`src/rtl/alu_decode_stage.sv`:
```
// MIPS-to-ALU control decoder behind a 2-entry skid buffer (output reg + skid reg).
// Define ALU_DECODE_ILLEGAL_CNT_EN to add the saturating illegal_cnt output.
module alu_decode_stage (
    input  logic        clk,
    input  logic        reset,
    input  logic        in_valid,
    output logic        in_ready,
    input  logic [31:0] in_instr,
    output logic        out_valid,
    input  logic        out_ready,
    output logic [5:0]  out_alufun,
    output logic        out_sign,
    output logic        out_src_b_imm,
    output logic        out_src_a_shamt,
    output logic        out_lui,
    output logic        out_illegal
`ifdef ALU_DECODE_ILLEGAL_CNT_EN
    ,
    output logic [15:0] illegal_cnt
`endif
);

    typedef struct packed {
        logic [5:0] alufun;
        logic       sign;
        logic       src_b_imm;
        logic       src_a_shamt;
        logic       lui;
        logic       illegal;
    } ctrl_t;

    localparam logic [1:0] EMPTY = 2'd0;
    localparam logic [1:0] ONE   = 2'd1;
    localparam logic [1:0] TWO   = 2'd2;

    localparam logic [5:0] F_ADD = 6'b000000;
    localparam logic [5:0] F_SUB = 6'b000001;
    localparam logic [5:0] F_AND = 6'b011000;
    localparam logic [5:0] F_OR  = 6'b011110;
    localparam logic [5:0] F_XOR = 6'b010110;
    localparam logic [5:0] F_NOR = 6'b010001;
    localparam logic [5:0] F_SLL = 6'b100000;
    localparam logic [5:0] F_SRL = 6'b100001;
    localparam logic [5:0] F_SRA = 6'b100011;
    localparam logic [5:0] F_EQ  = 6'b110011;
    localparam logic [5:0] F_NEQ = 6'b110001;
    localparam logic [5:0] F_LT  = 6'b110101;
    localparam logic [5:0] F_LEZ = 6'b111101;
    localparam logic [5:0] F_LTZ = 6'b111011;
    localparam logic [5:0] F_GTZ = 6'b111111;

    function automatic ctrl_t mk(input logic [5:0] f, input logic s,
                                 input logic imm, input logic sh,
                                 input logic lu);
        ctrl_t c;
        c.alufun      = f;
        c.sign        = s;
        c.src_b_imm   = imm;
        c.src_a_shamt = sh;
        c.lui         = lu;
        c.illegal     = 1'b0;
        return c;
    endfunction

    logic [5:0] opcode;
    logic [4:0] rt;
    logic [5:0] funct;
    logic       unused_bits;
    ctrl_t      dec;

    assign opcode      = in_instr[31:26];
    assign rt          = in_instr[20:16];
    assign funct       = in_instr[5:0];
    assign unused_bits = ^{in_instr[25:21], in_instr[15:6]};

    always_comb begin
        dec         = '0;
        dec.alufun  = F_ADD;
        dec.illegal = 1'b1;
        case (opcode)
            6'h00: begin
                case (funct)
                    6'h20: dec = mk(F_ADD, 1'b1, 1'b0, 1'b0, 1'b0);
                    6'h21: dec = mk(F_ADD, 1'b0, 1'b0, 1'b0, 1'b0);
                    6'h22: dec = mk(F_SUB, 1'b1, 1'b0, 1'b0, 1'b0);
                    6'h23: dec = mk(F_SUB, 1'b0, 1'b0, 1'b0, 1'b0);
                    6'h24: dec = mk(F_AND, 1'b0, 1'b0, 1'b0, 1'b0);
                    6'h25: dec = mk(F_OR,  1'b0, 1'b0, 1'b0, 1'b0);
                    6'h26: dec = mk(F_XOR, 1'b0, 1'b0, 1'b0, 1'b0);
                    6'h27: dec = mk(F_NOR, 1'b0, 1'b0, 1'b0, 1'b0);
                    6'h2A: dec = mk(F_LT,  1'b1, 1'b0, 1'b0, 1'b0);
                    6'h2B: dec = mk(F_LT,  1'b0, 1'b0, 1'b0, 1'b0);
                    6'h00: dec = mk(F_SLL, 1'b0, 1'b0, 1'b1, 1'b0);
                    6'h02: dec = mk(F_SRL, 1'b0, 1'b0, 1'b1, 1'b0);
                    6'h03: dec = mk(F_SRA, 1'b0, 1'b0, 1'b1, 1'b0);
                    6'h08: dec = mk(F_ADD, 1'b0, 1'b0, 1'b0, 1'b0);
                    default: ;
                endcase
            end
            6'h08: dec = mk(F_ADD, 1'b1, 1'b1, 1'b0, 1'b0);
            6'h09: dec = mk(F_ADD, 1'b0, 1'b1, 1'b0, 1'b0);
            6'h0C: dec = mk(F_AND, 1'b0, 1'b1, 1'b0, 1'b0);
            6'h0D: dec = mk(F_OR,  1'b0, 1'b1, 1'b0, 1'b0);
            6'h0A: dec = mk(F_LT,  1'b1, 1'b1, 1'b0, 1'b0);
            6'h0B: dec = mk(F_LT,  1'b0, 1'b1, 1'b0, 1'b0);
            6'h23: dec = mk(F_ADD, 1'b1, 1'b1, 1'b0, 1'b0);
            6'h2B: dec = mk(F_ADD, 1'b1, 1'b1, 1'b0, 1'b0);
            // LUI runs as a left shift of the immediate by a constant 16
            6'h0F: dec = mk(F_SLL, 1'b0, 1'b1, 1'b0, 1'b1);
            6'h04: dec = mk(F_EQ,  1'b1, 1'b0, 1'b0, 1'b0);
            6'h05: dec = mk(F_NEQ, 1'b1, 1'b0, 1'b0, 1'b0);
            6'h06: dec = mk(F_LEZ, 1'b1, 1'b0, 1'b0, 1'b0);
            6'h07: dec = mk(F_GTZ, 1'b1, 1'b0, 1'b0, 1'b0);
            6'h01: begin
                if (rt == 5'd0) dec = mk(F_LTZ, 1'b1, 1'b0, 1'b0, 1'b0);
            end
            default: ;
        endcase
    end

    logic [1:0] state;
    logic [1:0] state_nx;
    ctrl_t      out_q;
    ctrl_t      skid_q;
    logic       in_xfer;
    logic       out_xfer;
    logic       load_out;
    logic       load_skid;
    logic       from_skid;

    assign out_valid = (state != EMPTY);
    assign in_xfer   = in_valid & in_ready;
    assign out_xfer  = out_valid & out_ready;

    always_comb begin
        state_nx  = state;
        load_out  = 1'b0;
        load_skid = 1'b0;
        from_skid = 1'b0;
        case (state)
            EMPTY: begin
                if (in_xfer) begin
                    state_nx = ONE;
                    load_out = 1'b1;
                end
            end
            ONE: begin
                if (in_xfer && !out_xfer) begin
                    state_nx  = TWO;
                    load_skid = 1'b1;
                end else if (in_xfer) begin
                    load_out = 1'b1;
                end else if (out_xfer) begin
                    state_nx = EMPTY;
                end
            end
            TWO: begin
                if (out_xfer) begin
                    state_nx  = ONE;
                    load_out  = 1'b1;
                    from_skid = 1'b1;
                end
            end
            default: state_nx = EMPTY;
        endcase
    end

    always_ff @(posedge clk or negedge reset) begin
        if (!reset) begin
            state    <= EMPTY;
            in_ready <= 1'b0;
            out_q    <= '0;
            skid_q   <= '0;
        end else begin
            state    <= state_nx;
            in_ready <= (state_nx != TWO);
            if (load_out) out_q <= from_skid ? skid_q : dec;
            if (load_skid) skid_q <= dec;
        end
    end

    assign out_alufun      = out_q.alufun;
    assign out_sign        = out_q.sign;
    assign out_src_b_imm   = out_q.src_b_imm;
    assign out_src_a_shamt = out_q.src_a_shamt;
    assign out_lui         = out_q.lui;
    assign out_illegal     = out_q.illegal;

`ifdef ALU_DECODE_ILLEGAL_CNT_EN
    always_ff @(posedge clk or negedge reset) begin
        if (!reset) begin
            illegal_cnt <= 16'h0000;
        end else if (out_xfer && out_q.illegal && illegal_cnt != 16'hFFFF) begin
            illegal_cnt <= illegal_cnt + 16'h0001;
        end
    end
`endif

endmodule

```
`config.mk`:
```
export PLATFORM = sky130hd
export DESIGN_NAME = alu_decode_stage
export DESIGN_NICKNAME = d
export VERILOG_FILES = /design/src/rtl/alu_decode_stage.sv
export SDC_FILE = /design/constraint.sdc
export NUM_CORES = 1
export LEC_CHECK = 0
export ABC_CLOCK_PERIOD_IN_PS = 1760
export BUFFER_PORTS_ARGS = -buffer_cell sky130_fd_sc_hd__clkbuf_2
export CORE_ASPECT_RATIO = 1.4
export CORE_UTILIZATION = 25
export CTS_BUF_LIST = sky130_fd_sc_hd__clkbuf_2 sky130_fd_sc_hd__clkbuf_4 sky130_fd_sc_hd__clkbuf_8
export CTS_CLUSTER_SIZE = 30
export DETAILED_ROUTE_END_ITERATION = 8
export SYNTH_ARGS = -nofsm -noshare
export SYNTH_HDL_FRONTEND = slang
export SYNTH_SLANG_ARGS = --single-unit
export TNS_END_PERCENT = 1
```
`constraint.sdc`:
```
create_clock -name clk -period 1.76 [get_ports clk]
set_input_delay 0.352 -clock clk [delete_from_list [all_inputs] [get_ports clk]]
set_output_delay 0.352 -clock clk [all_outputs]
set_load 0.01 [all_outputs]
```
* Yosys cells after proc, flatten, opt, wreduce, memory -nomap -nowiden *
Index checks and enable logic that the tools add are counted.

cells by class
  reductions and logical operators = 9
  equality and inequality tests = 30
  multiply operators = 0
  add/sub/neg operators = 0
  shift operators = 0
  mux-type cells = 17
  bitwise logic cells = 2
  $lt $le $gt $ge = 0
  divide/modulo/power cells = 0

operators with widths
  kind                                                  count
  case mux 11 bit (13 select lines)                     2
  equality test 6 bit (second input constant)           12
  equality test 6 x 4 -> 1 bit (second input constant)  8
  equality test 6 x 3 -> 1 bit (second input constant)  4
  two-way mux 11 bit                                    2
  equality test 6 x 2 -> 1 bit (second input constant)  2
  logical NOT 6 bit                                     2
  two-way mux 2 bit                                     5
  equality test 6 x 1 -> 1 bit (second input constant)  1
  two-way mux 1 bit                                     6
  case mux 2 bit (3 select lines)                       1
  logical NOT 5 bit                                     1
  case mux 1 bit (3 select lines)                       1
  OR reduction 3 bit                                    1
  bitwise AND 1 bit                                     2
  equality test 2 x 1 -> 1 bit (second input constant)  1
  equality test 2 bit (second input constant)           1
  logical NOT 2 bit                                     1
  inequality test 2 bit (second input constant)         1
  nonzero test 2 bit                                    1
  OR reduction 2 bit                                    1
  logical AND 1 bit                                     1
  logical NOT 1 bit                                     1

word-level totals
  bits in registers = 25
  logic and storage cells = 72
  output and inout port bits = 13
  memory bits (read-only) = 0
  latch bits = 0
  memory bits (writable) = 0
  memories kept = 0
  input bits = 36

* Logic depth before layout (Yosys ltp) *
Gate-level depths: netlist of the first run.

  depth after elaboration = 7
  depth in mapped cells = 6

* Worst setup path after synthesis of the first run *
No wires, ideal clock.

  path kind = input-to-reg
  from = input in_instr[2]
  to = register out_q (netlist bit out_alufun[2])
  data required time = 1,635 ps
  setup slack = 257 ps
  stages = 6
  data arrival time = 1,378 ps
  buffers on the path = 1
  path through = buf_2 > nor3b_1 > a221oi_1 > o31a_1 > a21oi_1 > mux2_2

between the ends
  longest elaborated chain between the ends = 5

ends and longest elaborated chain
  what                                                                        line  source
  start: declaration                                                          8     input logic [31:0] in_instr,
  equality test 6 x 4 -> 1 bit / equality test 6 bit (equally long branches)  82    case (funct)
  OR reduction 2 bit (no line)                                                --
  case mux 11 bit (13 select lines) *                                         82
  case mux 11 bit (13 select lines) *                                         80    case (opcode)
  two-way mux 11 bit *                                                        177   if (load_out) out_q <= from_skid ? skid_q : dec;
  end signal: assignment                                                      177
  end: declaration                                                            123   ctrl_t out_q;

Mark *: on every way between the ends. The rest lies on a longest branch, timed or not.
A chain may end at the register's enable or synchronous reset.

* Worst setup path after layout of the first run *
  from = register state[1]
  to = register out_q (netlist bit out_illegal)

between the ends
  longest elaborated chain between the ends = 6

ends and longest elaborated chain
  what                             line  source
  start: declaration               121   logic [1:0] state;
  start signal: assignment         175   state <= state_nx;
  nonzero test 2 bit               131   assign out_valid = (state != EMPTY);
  bitwise AND 1 bit                133   assign out_xfer = out_valid & out_ready;
  logical NOT 1 bit                148   if (in_xfer && !out_xfer) begin
  logical AND 1 bit                148
  two-way mux 1 bit                148
  case mux 1 bit (3 select lines)  140   case (state)

Parallel ways exist; a longest one is shown, timed or not.

==> impl_metrics.py, run 1 <==
metrics = {
    "floorplanning": {
        "num_rows": 34,
        "start_util_pct": 26.1,
        "die_w_um": 70.5,
        "num_io_pins": 49,
        "die_h_um": 98.0,
        "die_area_mm2": 0.00691,
        "core-area_mm2": 0.00630,
    },
    "global_route": {
        "grt_antenna_before_repair": 0,
        "grt_max_degree": 26,
        "grt_pass1_wl_um": 7070,
        "grt_pass1_vias": 1498,
        "track_usage_pct": 12.6,
        "gr-total-overflow": 0,
    },
    "setup_path": {
        "crit_start": "state[1]",
        "worstSetupPathType": "flip-flop to flip-flop",
        "path_max_fanout": 10,
        "cp-start-kind": "flip-flop",
        "worstPathRequired_ns": 1.92,
        "rr_startpoint": "state[1]",
        "arrival_ns": 1.77,
        "cp-end-kind": "flip-flop",
    },
    "routing": {
        "drt_iter0_drc": 59,
        "ant_nets": 0,
        "vias_per_cell": 4.97,
        "detailedRoute.firstPassIterationCount": 6,
        "dr_total_vias": 1587,
        "drc": 2,
        "wl_per_cell_um": 12.7,
        "totalWireLength_um": 4040,
    },
    "synth": {
        "netlist_top_cells_area": "dfrtp_1 38%, nand2_1 5.9%, nor2_1 4.3%",
        "yosys.area.top_type_share_pct": 38.1,
        "synthCells": 200,
        "async_flop_share_pct": 100,
        "synthFlopType": "dfrtp_1",
        "syn_nets": 236,
        "ys_seq_elements": 25,
        "synth_edf_count": 0,
        "avgSynthCellArea_um2": 8.22,
        "syn_area_mm2": 0.00164,
        "synth_seq_area_share_pct": 38.1,
        "yosysTopAreaCell": "dfrtp_1",
        "ys_warn_count": 0,
        "synth_cell_type_count": 51,
    },
    "timing": {
        "grt_setup_unrepaired": "no",
        "min_period_over_period_pct": 92.0,
        "min_period_ns": 1.62,
        "fin_setup_tns_ns": 0,
        "max_freq_mhz": 618,
        "maxSlewViolCount": 0,
        "fin_hold_ws_ns": 0.0834,
        "setup_viol": 0,
        "worstMarginPinSlew_ns": 0.614,
        "maxSlewHeadroom_pct": 59.0,
        "finClkSkew_ns": 0.00422,
        "hold_violations": 0,
    },
    "final_layout": {
        "fillCellCount": 707,
        "ff_latch_area_um2": 626,
        "final_common_cell": "clkbuf_2",
        "drive_gt1_share_pct": 28.3,
        "multi_input_area_um2": 933,
        "antenna_cells": 0,
        "layout_common_cells": "33 x clkbuf_2, 26 x nand2_1, 25 x dfrtp_1",
        "final_cells": 319,
        "syn_to_final_growth_pct": 26.5,
        "final_nets": 284,
    },
    "power": {
        "p_sw_mw": 0.755,
        "intPower_mw": 1.37,
        "ir_drop_mv": 0.394,
        "seqPwrFrac_pct": 42.5,
        "comb_power_share_pct": 40.9,
        "clockPowerShare_pct": 16.6,
        "p_leak_nw": 0.944,
        "power.density_mw_per_mm2": 1020,
        "netSwitchingFraction_pct": 35.6,
    },
    "outcome": {
        "status": "finished, violations left",
        "violations": "DRC",
    },
    "clock_tree": {
        "clockBufferDepth": 2,
        "path_clk_slew_ns": 0.09,
        "cts-root-buf": "clkbuf_8",
        "hold_buffers": 0,
        "post_cts_buffers": 0,
        "ctsResizeCount": 0,
        "cts_tree": "yes",
        "numCtsBuffers": 3,
        "clkSinkCount": 25,
        "cts_htree_levels": 1,
        "worstSkewPairLatency_ns": 0.26,
    },
    "placement": {
        "routabilityCongestion": 0.736,
        "io_buffer_count": 33,
        "dp_hpwl_um": 3220,
        "numPlacedInstances": 315,
    },
    "job": {
        "maxCapViolCount": 0,
    },
    "worst_hold_path": {
        "worstHoldPathType": "input pin to asynchronous set/reset pin",
    },
}
[per-stage QoR]
| step | setup WS (ns) | utilization [%] | power (mW) | cell area, um2 |
|---|---|---|---|---|
| global route | 0.00150 | 33.0 | 2.28 | 2080 |
| global placement | 0.0327 | 32.3 | 1.78 | 2030 |
| finish | 0.142 | 33.0 | 2.12 | 2080 |
| CTS | 0.129 | 33.0 | 2.15 | 2080 |
| detailed placement | 0.00412 | 32.3 | 1.80 | 2030 |
| floorplan | 0.257 | - | 1.43 | 1640 |
[cells by family after synthesis]
| family | share of synthesized area, % |
|---|---|
| AO/OA/AOI/OAI | 24.0 |
| XOR/XNOR | 1.07 |
| buffers and inverters | 5.17 |
| flip-flops | 38.1 |
| multiplexers | 1.29 |
| AND/OR/NAND/NOR | 30.4 |
[Yosys cell counts (3+ instances only)]
cell      instances
dfrtp_1          25
inv_1             5
nor2b_1           9
buf_2             8
o21ai_0          10
o22ai_1           6
a21oi_1          13
nor2_1           19
nand3_1           6
clkbuf_1          3
a22oi_1           3
and3_1            3
nor3b_1           4
a31oi_1           9
nand2_1          26
nor3_1            4
o21ai_1           3
nand2b_1          5
[power by group through the flow]
stage / sequential, mW / combinational [mW] / clock, mW
floorplan: 0.947 / 0.483 / 0
global placement: 0.914 / 0.865 / 0
detailed placement: 0.920 / 0.881 / 0
CTS: 0.907 / 0.884 / 0.354
global route: 0.931 / 0.976 / 0.374
finish: 0.901 / 0.868 / 0.352
[final timing paths]
check	depth (start not counted)	end	slack, ns
setup / recovery	6	out_illegal	0.14
hold / removal	1	skid_q[3]	0.08
setup reg to reg	6	out_illegal	0.14
hold reg to reg	2	skid_q[3]	0.48
max in group asynchronous	1	out_alufun[4]	1.28
min in group clk	3	in_ready	0.43
[critical path, cell delays in order (launching register included)]
cell and delay, ns:
dfrtp_1 0.42, or2_1 0.23, o21ai_0 0.24, a21o_1 0.24, buf_12 0.16, and3_1 0.15, a21oi_1 0.06
[state kept, by name (all words and copies together) (netlist names)]
register         flops
state                2
out_illegal          1
skid_q              11
in_ready             1
out_lui              1
out_sign             1
out_src_a_shamt      1
out_alufun           6
out_src_b_imm        1
[layout make-up]
cell class                      instances  area share, %
Sequential cell                        25           30.1
Tap cell                               72           4.33
Clock buffer                            4           2.35
Inverter                                5          0.903
Multi-Input combinational cell        157           44.9
Timing Repair Buffer                   56           17.4
[layer usage]
layer / global-route usage (%) / vias to the layer above / wire [um]
met3: 1.65 / 6 / 126
met1: 15.6 / 743 / 1800
li1: - / 810 / -
met2: 22.0 / 28 / 2040
met4: 4.77 / 0 / 78
met5: 0 / - / 0
(Power assumes the default switching activity.)
==> run 2, diff against run 1 <==
ABC_CLOCK_PERIOD_IN_PS = 1400   (was 1760)
clock period = 1.4 ns   (was 1.76 ns; I/O delays follow)
==> impl_metrics.py, run 2 (same netlist as run 1, synthesis figures left out) <==
metrics = {
    "floorplanning": {
        "die_area_mm2": 0.00691,
        "die_h_um": 98.0,
        "num_rows": 34,
        "core-area_mm2": 0.00630,
        "start_util_pct": 26.1,
        "die_w_um": 70.5,
        "num_io_pins": 49,
    },
    "global_route": {
        "grt_pass1_vias": 1597,
        "grt_pass1_wl_um": 7110,
        "grt_max_degree": 26,
        "grt_antenna_before_repair": 0,
        "gr-total-overflow": 0,
        "track_usage_pct": 12.6,
    },
    "setup_path": {
        "r2r_setup_slack_ns": -0.11,
        "worstPathRequired_ns": 1.54,
        "rr_startpoint": "state[0]",
        "cp-end-kind": "flip-flop",
        "arrival_ns": 1.65,
        "cp-start-kind": "flip-flop",
        "reg2regPathDepth": 6,
        "worstSetupPathType": "flip-flop to flip-flop",
        "timing.rr.end": "out_illegal",
        "path_max_fanout": 8,
    },
    "timing": {
        "maxSlewHeadroom_pct": 58.9,
        "max_freq_mhz": 662,
        "maxSlewViolCount": 0,
        "finClkSkew_ns": 0.00186,
        "hold_violations": 0,
        "min_period_over_period_pct": 108,
        "fin_ws_ns": -0.111,
        "grt_setup_unrepaired": "yes",
        "worstMarginPinSlew_ns": 0.617,
        "setup_viol": 11,
        "min_period_ns": 1.51,
    },
    "clock_tree": {
        "cts_htree_levels": 1,
        "clockBufferDepth": 2,
        "post_cts_buffers": 0,
        "worstSkewPairLatency_ns": 0.27,
        "clkSinkCount": 25,
        "path_clk_slew_ns": 0.08,
        "cts-root-buf": "clkbuf_8",
        "numCtsBuffers": 3,
        "cts_tree": "yes",
    },
    "final_layout": {
        "fillCellCount": 674,
        "drive_gt1_share_pct": 38.0,
        "final_nets": 303,
        "layout_common_cells": "40 x buf_4, 33 x clkbuf_2, 25 x nand2_1, 25 x dfrtp_1, 15 x nor2_1",
        "design_area_mm2": 0.00226,
        "syn_to_final_growth_pct": 37.7,
        "largest_reg_flops": 11,
        "final_cells": 338,
        "antenna_cells": 0,
        "top_register": "skid_q",
        "final_common_cell": "buf_4",
        "final_core_util_pct": 36.0,
    },
    "routing": {
        "totalWireLength_um": 4220,
        "dr_total_vias": 1634,
        "vias_per_cell": 4.83,
        "drc": 8,
        "detailedRoute.firstPassIterationCount": 6,
        "ant_nets": 0,
        "wl_per_cell_um": 12.5,
        "drt_iter0_drc": 84,
    },
    "power": {
        "finalPower_mw": 2.90,
        "comb_power_share_pct": 45.6,
        "intPower_mw": 1.88,
        "p_leak_nw": 1.05,
        "netSwitchingFraction_pct": 35.2,
        "p_sw_mw": 1.02,
        "clockPowerShare_pct": 15.4,
        "power.density_mw_per_mm2": 1280,
        "ir_drop_mv": 0.425,
        "seqPwrFrac_pct": 39.0,
    },
    "placement": {
        "dp_hpwl_um": 3370,
        "io_buffer_count": 33,
        "place_area_mm2": 0.00219,
        "numPlacedInstances": 334,
        "place_ws_ns": -0.230,
        "routabilityCongestion": 0.802,
    },
    "worst_hold_path": {
        "worstHoldPathType": "input pin to asynchronous set/reset pin",
    },
    "outcome": {
        "status": "finished, violations left",
        "violations": "DRC, setup timing",
    },
    "job": {
        "maxCapViolCount": 0,
    },
}
-- run 2: cell count changes in the layout (fill, tap and decap cells not counted), moves of 2 or more --
| cell | delta |
|---|---|
| a21oi_2 | +2 |
| nor2_1 | -4 |
| a21oi_1 | -2 |
| buf_4 | +19 |
| nor2_2 | +4 |
-- run 2: stage by stage --
step	hold slack, ns	setup TNS (ns)
floorplan	-0.0156	-0.00178
global placement	0.325	-1.85
detailed placement	0.321	-1.89
CTS	0.0268	-0.797
global route	0.0629	-1.96
finish	0.00650	-0.612
-- run 2: worst max-delay path by stage --
stage | start | endpoint | slack [ns]
after global routing | state[0] | out_illegal | -0.22
after detailed placement | in_instr[27] | out_alufun[1] | -0.23
final | state[0] | out_illegal | -0.11
after floorplan | state[1] | out_alufun[2] | -0.002
after CTS | state[0] | out_illegal | -0.12
after global placement | in_instr[27] | out_alufun[1] | -0.23
-- run 2: critical path, stage by stage (launching register included) --
cell     delay, ns
dfrtp_1       0.39
or2_1         0.26
o21ai_2       0.16
a21o_1        0.21
buf_12        0.15
and3_1        0.15
a21oi_1       0.06
-- run 2: power by group through the flow --
stage / logic [mW] / clock network [mW] / registers, mW
finish: 1.32 / 0.447 / 1.13
global route: 1.47 / 0.488 / 1.17
CTS: 1.29 / 0.455 / 1.14
detailed placement: 1.28 / 0 / 1.15
global placement: 1.26 / 0 / 1.14
floorplan: 0.621 / 0 / 1.19
-- run 2: what timing repair did --
item,4_1_cts,5_1_grt
resized for setup,1,8
setup endpoints to repair,12,23
hold buffers,0,0
-- run 2: layout make-up --
| cell class | count | area (um2) | area share, % |
|---|---|---|---|
| well taps | 72 | 90.1 | 3.98 |
| multi-input cells | 157 | 976 | 43.1 |
| flip-flops and latches | 25 | 626 | 27.6 |
| clock buffers | 4 | 48.8 | 2.15 |
| repair buffers | 75 | 505 | 22.3 |
| inverters | 5 | 18.8 | 0.829 |
-- run 2: layer usage --
layer / track usage, % / vias to the layer above / wire, um / share of wire (%)
li1: - / 854 / - / -
met5: 0 / - / 0 / 0
met2: 22.6 / 32 / 2110 / 50
met1: 15.3 / 740 / 1890 / 45
met4: 4.77 / 0 / 76 / 1.8
met3: 1.65 / 8 / 149 / 3.5
